$ cat config.mk
export PLATFORM = sky130hd
export DESIGN_NAME = pool_stream_sequencer
export DESIGN_NICKNAME = d
export VERILOG_FILES = /design/src/rtl/pool_stream_sequencer.sv
export SDC_FILE = /design/constraint.sdc
export NUM_CORES = 1
export LEC_CHECK = 0
export CORE_MARGIN = 3
export CORE_UTILIZATION = 63
export DETAILED_ROUTE_END_ITERATION = 10
export DONT_BUFFER_PORTS = 1
export GPL_ROUTABILITY_DRIVEN = 0
export PLACE_DENSITY = 0.78
export SYNTH_ARGS = -nofsm -noshare
export SYNTH_HDL_FRONTEND = slang
export SYNTH_SLANG_ARGS = --single-unit
export TNS_END_PERCENT = 1
$ cat constraint.sdc
create_clock -name clk -period 4.58 [get_ports clk]
set_input_delay 0.916 -clock clk [delete_from_list [all_inputs] [get_ports clk]]
set_output_delay 0.916 -clock clk [all_outputs]
set_load 0.01 [all_outputs]
$ cat src/rtl/pool_stream_sequencer.sv
// Streaming KxK, stride-K pooling sequencer over channel-major raster pixel frames.
// Max pooling by default; define POOL_AVG_EN for average pooling (power-of-two KERNEL_SIZE only).
module pool_stream_sequencer #(
  parameter int DATA_WIDTH     = 8,
  parameter int IMG_WIDTH      = 8,
  parameter int IMG_HEIGHT     = 8,
  parameter int KERNEL_SIZE    = 2,
  parameter int INPUT_CHANNELS = 1
) (
  input  logic                  clk,
  input  logic                  rst,
  input  logic                  start,
  output logic                  busy,
  output logic                  done,
  input  logic                  in_valid,
  output logic                  in_ready,
  input  logic [DATA_WIDTH-1:0] in_data,
  output logic                  out_valid,
  input  logic                  out_ready,
  output logic [DATA_WIDTH-1:0] out_data,
  output logic                  out_last
);

  function automatic int cnt_w(input int n);
    return (n > 1) ? $clog2(n) : 1;
  endfunction

  localparam int OW    = IMG_WIDTH / KERNEL_SIZE;
  localparam int OH    = IMG_HEIGHT / KERNEL_SIZE;
  localparam int BUF_N = (OW > 0) ? OW : 1;
`ifdef POOL_AVG_EN
  localparam int LOG2K = (KERNEL_SIZE > 1) ? $clog2(KERNEL_SIZE) : 0;
  localparam int SHIFT = 2 * LOG2K;
`else
  localparam int SHIFT = 0;
`endif
  localparam int ACC_W = DATA_WIDTH + SHIFT;
  localparam int COL_W = cnt_w(IMG_WIDTH);
  localparam int ROW_W = cnt_w(IMG_HEIGHT);
  localparam int CH_W  = cnt_w(INPUT_CHANNELS);
  localparam int K_W   = cnt_w(KERNEL_SIZE);
  localparam int W_W   = cnt_w(OW + 1);
  localparam int WR_W  = cnt_w(OH + 1);
  localparam int IDX_W = cnt_w(BUF_N);

  generate
    if (KERNEL_SIZE < 1) begin : g_bad_kernel
      $error("pool_stream_sequencer: KERNEL_SIZE must be >= 1");
    end
`ifdef POOL_AVG_EN
    if ((1 << LOG2K) != KERNEL_SIZE) begin : g_bad_avg_kernel
      $error("pool_stream_sequencer: average pooling needs a power-of-two KERNEL_SIZE");
    end
`endif
  endgenerate

  // Window reduction: running max, or running sum for average pooling.
  function automatic logic [ACC_W-1:0] combine(input logic [ACC_W-1:0] a, input logic [ACC_W-1:0] b);
`ifdef POOL_AVG_EN
    return a + b;
`else
    return (a > b) ? a : b;
`endif
  endfunction

  typedef enum logic [1:0] {S_IDLE, S_RUN, S_FLUSH} state_e;

  state_e                  state_q, state_d;
  logic [COL_W-1:0]        col_q, col_d;
  logic [ROW_W-1:0]        row_q, row_d;
  logic [CH_W-1:0]         ch_q, ch_d;
  logic [K_W-1:0]          kc_q, kc_d, kr_q, kr_d;
  logic [W_W-1:0]          w_q, w_d;
  logic [WR_W-1:0]         wr_q, wr_d;
  logic [ACC_W-1:0]        hacc_q, hacc_d;
  logic                    out_valid_q, out_valid_d;
  logic [DATA_WIDTH-1:0]   out_data_q, out_data_d;
  logic                    out_last_q, out_last_d;
  logic                    done_q, done_d;

  logic [ACC_W-1:0]        row_buf [BUF_N];
  logic [IDX_W-1:0]        buf_idx;
  logic [ACC_W-1:0]        buf_rd, pix_ext, hsum, vsum;
  logic                    accept, drain, win_valid, win_end, out_load;
  logic                    last_col, last_row, last_ch;

  assign in_ready  = (state_q == S_RUN) && !(out_valid_q && !out_ready);
  assign accept    = in_valid && in_ready;
  assign drain     = out_valid_q && out_ready;
  assign last_col  = (col_q == COL_W'(IMG_WIDTH - 1));
  assign last_row  = (row_q == ROW_W'(IMG_HEIGHT - 1));
  assign last_ch   = (ch_q == CH_W'(INPUT_CHANNELS - 1));
  // Remainder columns/rows push w/wr to OW/OH, which keeps them out of buf and the output.
  assign win_valid = (w_q < W_W'(OW)) && (wr_q < WR_W'(OH));
  assign win_end   = accept && win_valid && (kc_q == K_W'(KERNEL_SIZE - 1));
  assign out_load  = win_end && (kr_q == K_W'(KERNEL_SIZE - 1));

  assign buf_idx = IDX_W'(w_q);
  assign buf_rd  = row_buf[buf_idx];
  assign pix_ext = ACC_W'(in_data);
  assign hsum    = (kc_q == '0) ? pix_ext : combine(hacc_q, pix_ext);
  assign vsum    = (kr_q == '0) ? hsum : combine(buf_rd, hsum);

  // NOTE: every signal gets a default at the top of the block so no path leaves one unassigned (no latches).
  always_comb begin
    state_d     = state_q;
    col_d       = col_q;
    row_d       = row_q;
    ch_d        = ch_q;
    kc_d        = kc_q;
    kr_d        = kr_q;
    w_d         = w_q;
    wr_d        = wr_q;
    hacc_d      = hacc_q;
    out_valid_d = out_valid_q;
    out_data_d  = out_data_q;
    out_last_d  = out_last_q;
    done_d      = 1'b0;

    unique case (state_q)
      S_IDLE: begin
        if (start) begin
          state_d = S_RUN;
          col_d   = '0;
          row_d   = '0;
          ch_d    = '0;
          kc_d    = '0;
          kr_d    = '0;
          w_d     = '0;
          wr_d    = '0;
        end
      end
      S_RUN: begin
        if (accept) begin
          hacc_d = hsum;
          if (last_col) begin
            col_d = '0;
            kc_d  = '0;
            w_d   = '0;
            if (last_row) begin
              row_d = '0;
              kr_d  = '0;
              wr_d  = '0;
              if (last_ch) begin
                ch_d    = '0;
                state_d = S_FLUSH;
              end else begin
                ch_d = ch_q + 1'b1;
              end
            end else begin
              row_d = row_q + 1'b1;
              if (kr_q == K_W'(KERNEL_SIZE - 1)) begin
                kr_d = '0;
                wr_d = wr_q + 1'b1;
              end else begin
                kr_d = kr_q + 1'b1;
              end
            end
          end else begin
            col_d = col_q + 1'b1;
            if (kc_q == K_W'(KERNEL_SIZE - 1)) begin
              kc_d = '0;
              w_d  = w_q + 1'b1;
            end else begin
              kc_d = kc_q + 1'b1;
            end
          end
        end
      end
      S_FLUSH: begin
        if (!out_valid_q || out_ready) begin
          state_d = S_IDLE;
          done_d  = 1'b1;
        end
      end
      default: state_d = S_IDLE;
    endcase

    // A load in the same cycle as a drain keeps the register full with the new window.
    if (out_load) begin
      out_valid_d = 1'b1;
      out_data_d  = DATA_WIDTH'(vsum >> SHIFT);
      out_last_d  = last_ch && (wr_q == WR_W'(OH - 1)) && (w_q == W_W'(OW - 1));
    end else if (drain) begin
      out_valid_d = 1'b0;
      out_last_d  = 1'b0;
    end
  end

  // NOTE: sequential state uses non-blocking assignments so all registers update together.
  always_ff @(posedge clk) begin
    if (rst) begin
      state_q     <= S_IDLE;
      col_q       <= '0;
      row_q       <= '0;
      ch_q        <= '0;
      kc_q        <= '0;
      kr_q        <= '0;
      w_q         <= '0;
      wr_q        <= '0;
      hacc_q      <= '0;
      out_valid_q <= 1'b0;
      out_data_q  <= '0;
      out_last_q  <= 1'b0;
      done_q      <= 1'b0;
    end else begin
      state_q     <= state_d;
      col_q       <= col_d;
      row_q       <= row_d;
      ch_q        <= ch_d;
      kc_q        <= kc_d;
      kr_q        <= kr_d;
      w_q         <= w_d;
      wr_q        <= wr_d;
      hacc_q      <= hacc_d;
      out_valid_q <= out_valid_d;
      out_data_q  <= out_data_d;
      out_last_q  <= out_last_d;
      done_q      <= done_d;
    end
  end

  // NOTE: the row buffer has no reset; each entry is written at kr==0 before it is ever read.
  always_ff @(posedge clk) begin
    if (win_end) row_buf[buf_idx] <= vsum;
  end

  assign busy      = (state_q == S_RUN);
  assign done      = done_q;
  assign out_valid = out_valid_q;
  assign out_data  = out_data_q;
  assign out_last  = out_last_q;

endmodule

==> results of run 1 <==
[cells in the final DEF (no fill, tap or decap), drive strengths merged]
cell type,n
a2bb2oi,1
or3b,1
or2,3
nor4b,2
o31ai,3
bufinv,2
o21bai,1
nand2,15
nor2,36
o21ba,1
mux2i,12
nand2b,4
nand4,4
edfxtp,32
o21ai,6
buf,2
or3,1
inv,22
clkinv,3
and3,2
a32o,1
and2,5
a211oi,7
a21oi,25
o211ai,2
clkbuf,11
o32ai,5
ha,27
nand3,8
dfxtp,37
nor3,12
mux4,8
a32oi,4
and4,2
nor2b,3
nand3b,2
[worst register-to-register path: stages (launching register included)]
cell	delay, ps
dfxtp_1	350
ha_1	320
and4_1	220
nand2_1	50
and3_1	300
or2_1	290
buf_4	180
a21oi_1	160
ha_1	260
a21oi_1	160
o21ai_0	150
o21bai_1	500
nor2_1	160
nor2_1	350
[state kept, by name, summed over array words and instances (netlist names), 2 cells and up, named ones only]
signal    cells
col_q         3
out_data      8
state_q       2
wr_q          3
hacc_q        8
row_buf      32
row_q         3
w_q           3
[synth_stat cells (7+ instances only)]
cell type  instances  share of area (%)
dfxtp_1           37                 22
nor3_1            10                1.5
a211oi_1           7                1.5
nand2_1           14                1.5
nand3_1            7                1.0
a21oi_1           25                3.6
nor2_1            36                3.9
mux4_2             8                5.2
inv_1             21                2.3
ha_1              27                9.8
edfxtp_1          32                 28
mux2i_1           12                3.5
clkbuf_1           9               0.98
[stage by stage]
stage | worst slack, ps | utilization, % | std cells | power, mW | cell area, µm²
2_1_floorplan | 569 | - | 308 | 0.740 | 3440
3_3_place_gp | 515 | 66.8 | 366 | 0.753 | 3480
3_5_place_dp | 426 | 66.8 | 366 | 0.756 | 3480
4_1_cts | 756 | 70.8 | 382 | 1.28 | 3690
5_1_grt | 443 | 70.8 | 382 | 1.32 | 3690
6_report | 647 | 70.8 | 382 | 1.27 | 3690
[power by group]
| part | switching (mW) | internal (mW) |
|---|---|---|
| registers | 0.00883 | 0.653 |
| logic | 0.0509 | 0.0314 |
| clock network | 0.222 | 0.305 |
[worst max-delay path by stage]
stage,start,end,slack [ps],depth (start not counted)
2_1_floorplan,in_data[3],row_buf[0][2]$_DFFE_PP_,570,17
3_3_place_gp,in_data[7],row_buf[2][5]$_DFFE_PP_,510,14
3_5_place_dp,in_data[7],row_buf[1][0]$_DFFE_PP_,430,14
4_1_cts,in_data[7],row_buf[2][0]$_DFFE_PP_,760,14
5_1_grt,in_data[7],row_buf[3][4]$_DFFE_PP_,440,14
6_report,in_data[7],row_buf[3][4]$_DFFE_PP_,650,14
[final cells by class]
class | count | area [µm²] | share of cell area [%]
clock buffers | 11 | 131 | 3.56
clock inverters | 5 | 77.6 | 2.10
inverters | 22 | 85.1 | 2.31
multi-input cells | 203 | 1590 | 43.1
flip-flops and latches | 69 | 1700 | 46.2
well taps | 70 | 87.6 | 2.38
repair buffers | 2 | 15.0 | 0.407
[logic make-up (layout without fill, tap and decap cells)]
| family | Yosys count | in the layout | share of synthesized area, % |
|---|---|---|---|
| mux | 20 | 20 | 8.72 |
| compound gates | 56 | 56 | 11.8 |
| flops | 69 | 69 | 49.4 |
| buf+inv | 36 | 40 | 4.50 |
| fa+ha+maj | 27 | 27 | 9.81 |
| simple gates | 100 | 100 | 15.7 |
[layer usage]
| layer | GRT usage [%] | up-vias | share of wire [%] |
|---|---|---|---|
| met5 | 0 | - | 0 |
| met1 | 30.0 | 1103 | 43 |
| met4 | 12.5 | 0 | 2.2 |
| li1 | - | 1122 | - |
| met3 | 5.19 | 19 | 5.7 |
| met2 | 37.6 | 75 | 49 |
==> flow_metrics.tcl, run 1 <==
set metrics [dict create \
    finalHoldViolCount 0 \
    setup-violations-final 0 \
    start_kind "primary input" \
    maxCapViolCount 0 \
    hold_buffers 0 \
    holdWs_ps 452 \
    grt_pass1_vias 2328 \
    dieArea_um2 6390 \
    synthCells 308 \
    placementRows 26 \
    drt_iter0_drc 167 \
    power_density_nw_per_um2 345 \
    final_antenna_net_count 0 \
    totalWireLength_mm 6.60 \
    slew_viol_final 0 \
    cts_buffer_depth 2 \
    cp_top_family "simple AND/OR/NAND/NOR gates" \
    max_slew_margin_pct 53.6 \
    cts_root_buffer "clkbuf_8" \
    worstHoldPathCells 2 \
    synth_edf_count 32 \
    firstDrtPassIters 5 \
    clkLatencyLatePin_ps 350 \
    chipHeight_um 79.9 \
    path_buf_inv 2 \
    start_util_pct 66.2 \
    finalCritPeriodShare_pct 85.9 \
    required_ps 4690 \
    reg2reg_depth 13 \
    critical_path_class "in2reg" \
    cts-buffers-inserted 9 \
    synth-main-ff-cell "dfxtp_1" \
    yosys.cell_types.count 46 \
    vias 2319 \
    diodes 0 \
    async_flop_share_pct 0 \
    ff2ff_setup_slack_ps 890 \
    critPathSlowestCell "o21bai_1" \
    clock_sinks 69 \
    clkTransAtPathRegs_ps 70 \
    drive_gt1_share_pct 12.5 \
    timing.rr.start "hacc_q[7]$_SDFFE_PP0P_" \
    end_kind "flop" \
    grt_max_degree 32 \
    cts_tree "done" \
    track_usage_pct 23.6 \
    fin_skew_ps 7.50 \
    grt_overflow 0 \
    wl_per_cell_um 17.3 \
    arrival_ps 4050 \
    hp-start "row_q[1]$_SDFFE_PP0P_" \
    grt_first_pass_wirelength_mm 11.2 \
    drc 0 \
    p_leak_nw 1.36 \
    viasPerCell 6.07 \
    syn-num-nets 348 \
    coreArea_um2 5200 \
    avgSynthCellArea_um2 11.2 \
    cts_setup_buffers 0 \
    whs_endpoint "row_q[1]$_SDFFE_PP0P_" \
    syn_area_um2 3440 \
    antenna_found_initial 0 \
    fillerInstances 390 \
    synth-seq-cells 69 \
    hold_path_class "reg2reg" \
    max_freq_ghz 0.254 \
    die-width_um 79.9 \
    area_delta_synth_final_pct 7.01 \
    rsz0062_at_grt "no" \
    worst_pin_slew_ps 696 \
    numPortBuffers 0 \
    ys_seq_area_share_pct 49.4 \
    cts_max_level 3 \
    r2r_end "row_buf[3][4]$_DFFE_PP_" \
    io_pins 26 \
    nets 347 \
    path_cells "inv_1 > ha_1 > and4_1 > nand2_1 > and3_1 > or2_1 > buf_4 > a21oi_1 > ha_1 > a21oi_1 > o21ai_0 > o21bai_1 > nor2_1 > nor2_1" \
    dp_hpwl_mm 4.81 \
    cp_max_fo 13 \
    status "finished clean" \
    slowest_delay_ps 500 \
    ctsResizeCount 0 \
    yosys_warnings 0 \
    peakVddDrop_mv 0.191 \
    finalCriticalPeriod_ps 3930 \
    tns_ps 0 \
]
No activity file was read; power rests on OpenSTA's default activity.
==> run 2, diff against run 1 <==
ABC_CLOCK_PERIOD_IN_PS = 4580   (was unset)
CTS_CLUSTER_SIZE = 12   (was unset)
==> results of run 2 <==
Final layout, timing and power as in run 1 (identical DEF).
==> run 3, diff against run 2 <==
ABC_CLOCK_PERIOD_IN_PS = 5000   (was 4580)
CORE_UTILIZATION = 68   (was 63)
PLACE_DENSITY = 0.83   (was 0.78)
clock period = 5 ns   (was 4.58 ns; I/O delays follow)
==> flow_metrics.tcl, run 3 (synthesis gave the netlist of run 1 again) <==
set metrics [dict create \
    status "finished clean" \
    cts_buffer_depth 2 \
    max_freq_ghz 0.236 \
    clock_sinks 69 \
    cts_root_buffer "clkbuf_8" \
    netSwitchingPower_mw 0.259 \
    peakVddDrop_mv 0.252 \
    setup-violations-final 0 \
    end_kind "flop" \
    cts_tree "done" \
    p_leak_nw 1.36 \
    arrival_ps 4310 \
    cts_max_level 3 \
    firstDrtPassIters 4 \
    finalCriticalPeriod_ps 4240 \
    wl_per_cell_um 18.2 \
    final_cell_mix "dfxtp_1 (37), nor2_1 (36), edfxtp_1 (32)" \
    finalHoldViolCount 0 \
    p_int_mw 0.921 \
    grt_overflow 0 \
    cts-buffers-inserted 9 \
    grt_max_degree 32 \
    io_pins 26 \
    required_ps 5070 \
    placementRows 25 \
    grt_first_pass_wirelength_mm 11.7 \
    power_frac_seq_pct 51.4 \
    drive_gt1_share_pct 12.5 \
    maxCapViolCount 0 \
    dp_slack_ps 582 \
    finish.instance_area_um2 3690 \
    start_kind "primary input" \
    power_density_nw_per_um2 320 \
    grt_pass1_vias 2431 \
    holdWs_ps 452 \
    final_antenna_net_count 0 \
    largest_register_ffs 32 \
    hold_path_class "reg2reg" \
    rsz0062_at_grt "no" \
    vias 2355 \
    totalWireLength_mm 6.91 \
    p_comb_share_pct 6.5 \
    finalCritPeriodShare_pct 84.8 \
    regMostFlops "row_buf" \
    dieArea_um2 5960 \
    clkLatencyLatePin_ps 350 \
    cts_setup_buffers 0 \
    hold_buffers 0 \
    placed_cell_area_um2 3470 \
    worst_pin_slew_ps 612 \
    numPortBuffers 0 \
    nets 347 \
    fin_skew_ps 8.88 \
    clkTransAtPathRegs_ps 70 \
    chipHeight_um 77.2 \
    start_util_pct 71.5 \
    p_sw_share_pct 21.9 \
    antenna_found_initial 0 \
    tns_ps 0 \
    drt_iter0_drc 154 \
    dp_hpwl_mm 5.10 \
    max_slew_margin_pct 59.2 \
    track_usage_pct 25.8 \
    area_delta_synth_final_pct 7.16 \
    slew_viol_final 0 \
    cp_max_fo 14 \
    diodes 0 \
    viasPerCell 6.21 \
    drc 0 \
    ctsResizeCount 0 \
    final_common_cell "dfxtp_1" \
    setup_ws_ps 758 \
    p_clk_share_pct 42.1 \
    die-width_um 77.2 \
    critical_path_class "in2reg" \
    coreArea_um2 4820 \
]
[run 3: cell count changes in the layout (fill, tap and decap cells not counted), sizes merged]
cell,change
clkinv,-1
clkbuf,+1
[run 3: final timing paths]
kind / start / endpoint / slack (ps) / cells past startpoint
max: in_data[7] / row_buf[0][6]$_DFFE_PP_ / 760 / 13
min: row_q[1]$_SDFFE_PP0P_ / row_q[1]$_SDFFE_PP0P_ / 450 / 2
max reg2reg: hacc_q[7]$_SDFFE_PP0P_ / row_buf[0][6]$_DFFE_PP_ / 1070 / 12
min reg2reg: row_q[1]$_SDFFE_PP0P_ / row_q[1]$_SDFFE_PP0P_ / 450 / 2
[run 3: final cells by class]
cell class,count,area [µm²]
clock buffer,12,145
multi-input combinational,203,1590
timing repair buffer,2,15.0
clock inverter,4,72.6
fill,327,1130
inverter,22,85.1
tap,67,83.8
sequential,69,1700
[run 3: power by group through the flow]
stage,logic [mW],clock network [mW],registers (mW)
6_report,0.0763,0.497,0.607
4_1_cts,0.0757,0.506,0.606
3_5_place_dp,0.0743,0,0.619
3_3_place_gp,0.0709,0,0.618
5_1_grt,0.0854,0.530,0.607
2_1_floorplan,0.0635,0,0.614
[run 3: routing by layer]
| metal | GRT usage (%) | up-vias | wire length, µm |
|---|---|---|---|
| met5 | 0 | - | 0 |
| met4 | 14.2 | 0 | 252 |
| met3 | 9.51 | 27 | 489 |
| met2 | 42.0 | 70 | 3410 |
| met1 | 29.2 | 1127 | 2760 |
| li1 | - | 1131 | - |
[run 3: critical path, cell delays in order]
cell and delay (ps):
inv_1 40, ha_1 330, and4_1 230, nand2_1 50, and3_1 410, or2_1 460
a21oi_1 150, ha_1 330, a21oi_1 240, o21ai_0 230, o21ba_2 320, a211oi_1 340
nor2_1 180
[run 3: through the flow]
step | power (mW) | util, % | std cells
2_1_floorplan | 0.678 | - | 308
3_3_place_gp | 0.689 | 72.1 | 363
3_5_place_dp | 0.693 | 72.1 | 363
4_1_cts | 1.19 | 76.6 | 379
5_1_grt | 1.22 | 76.6 | 379
6_report | 1.18 | 76.6 | 379
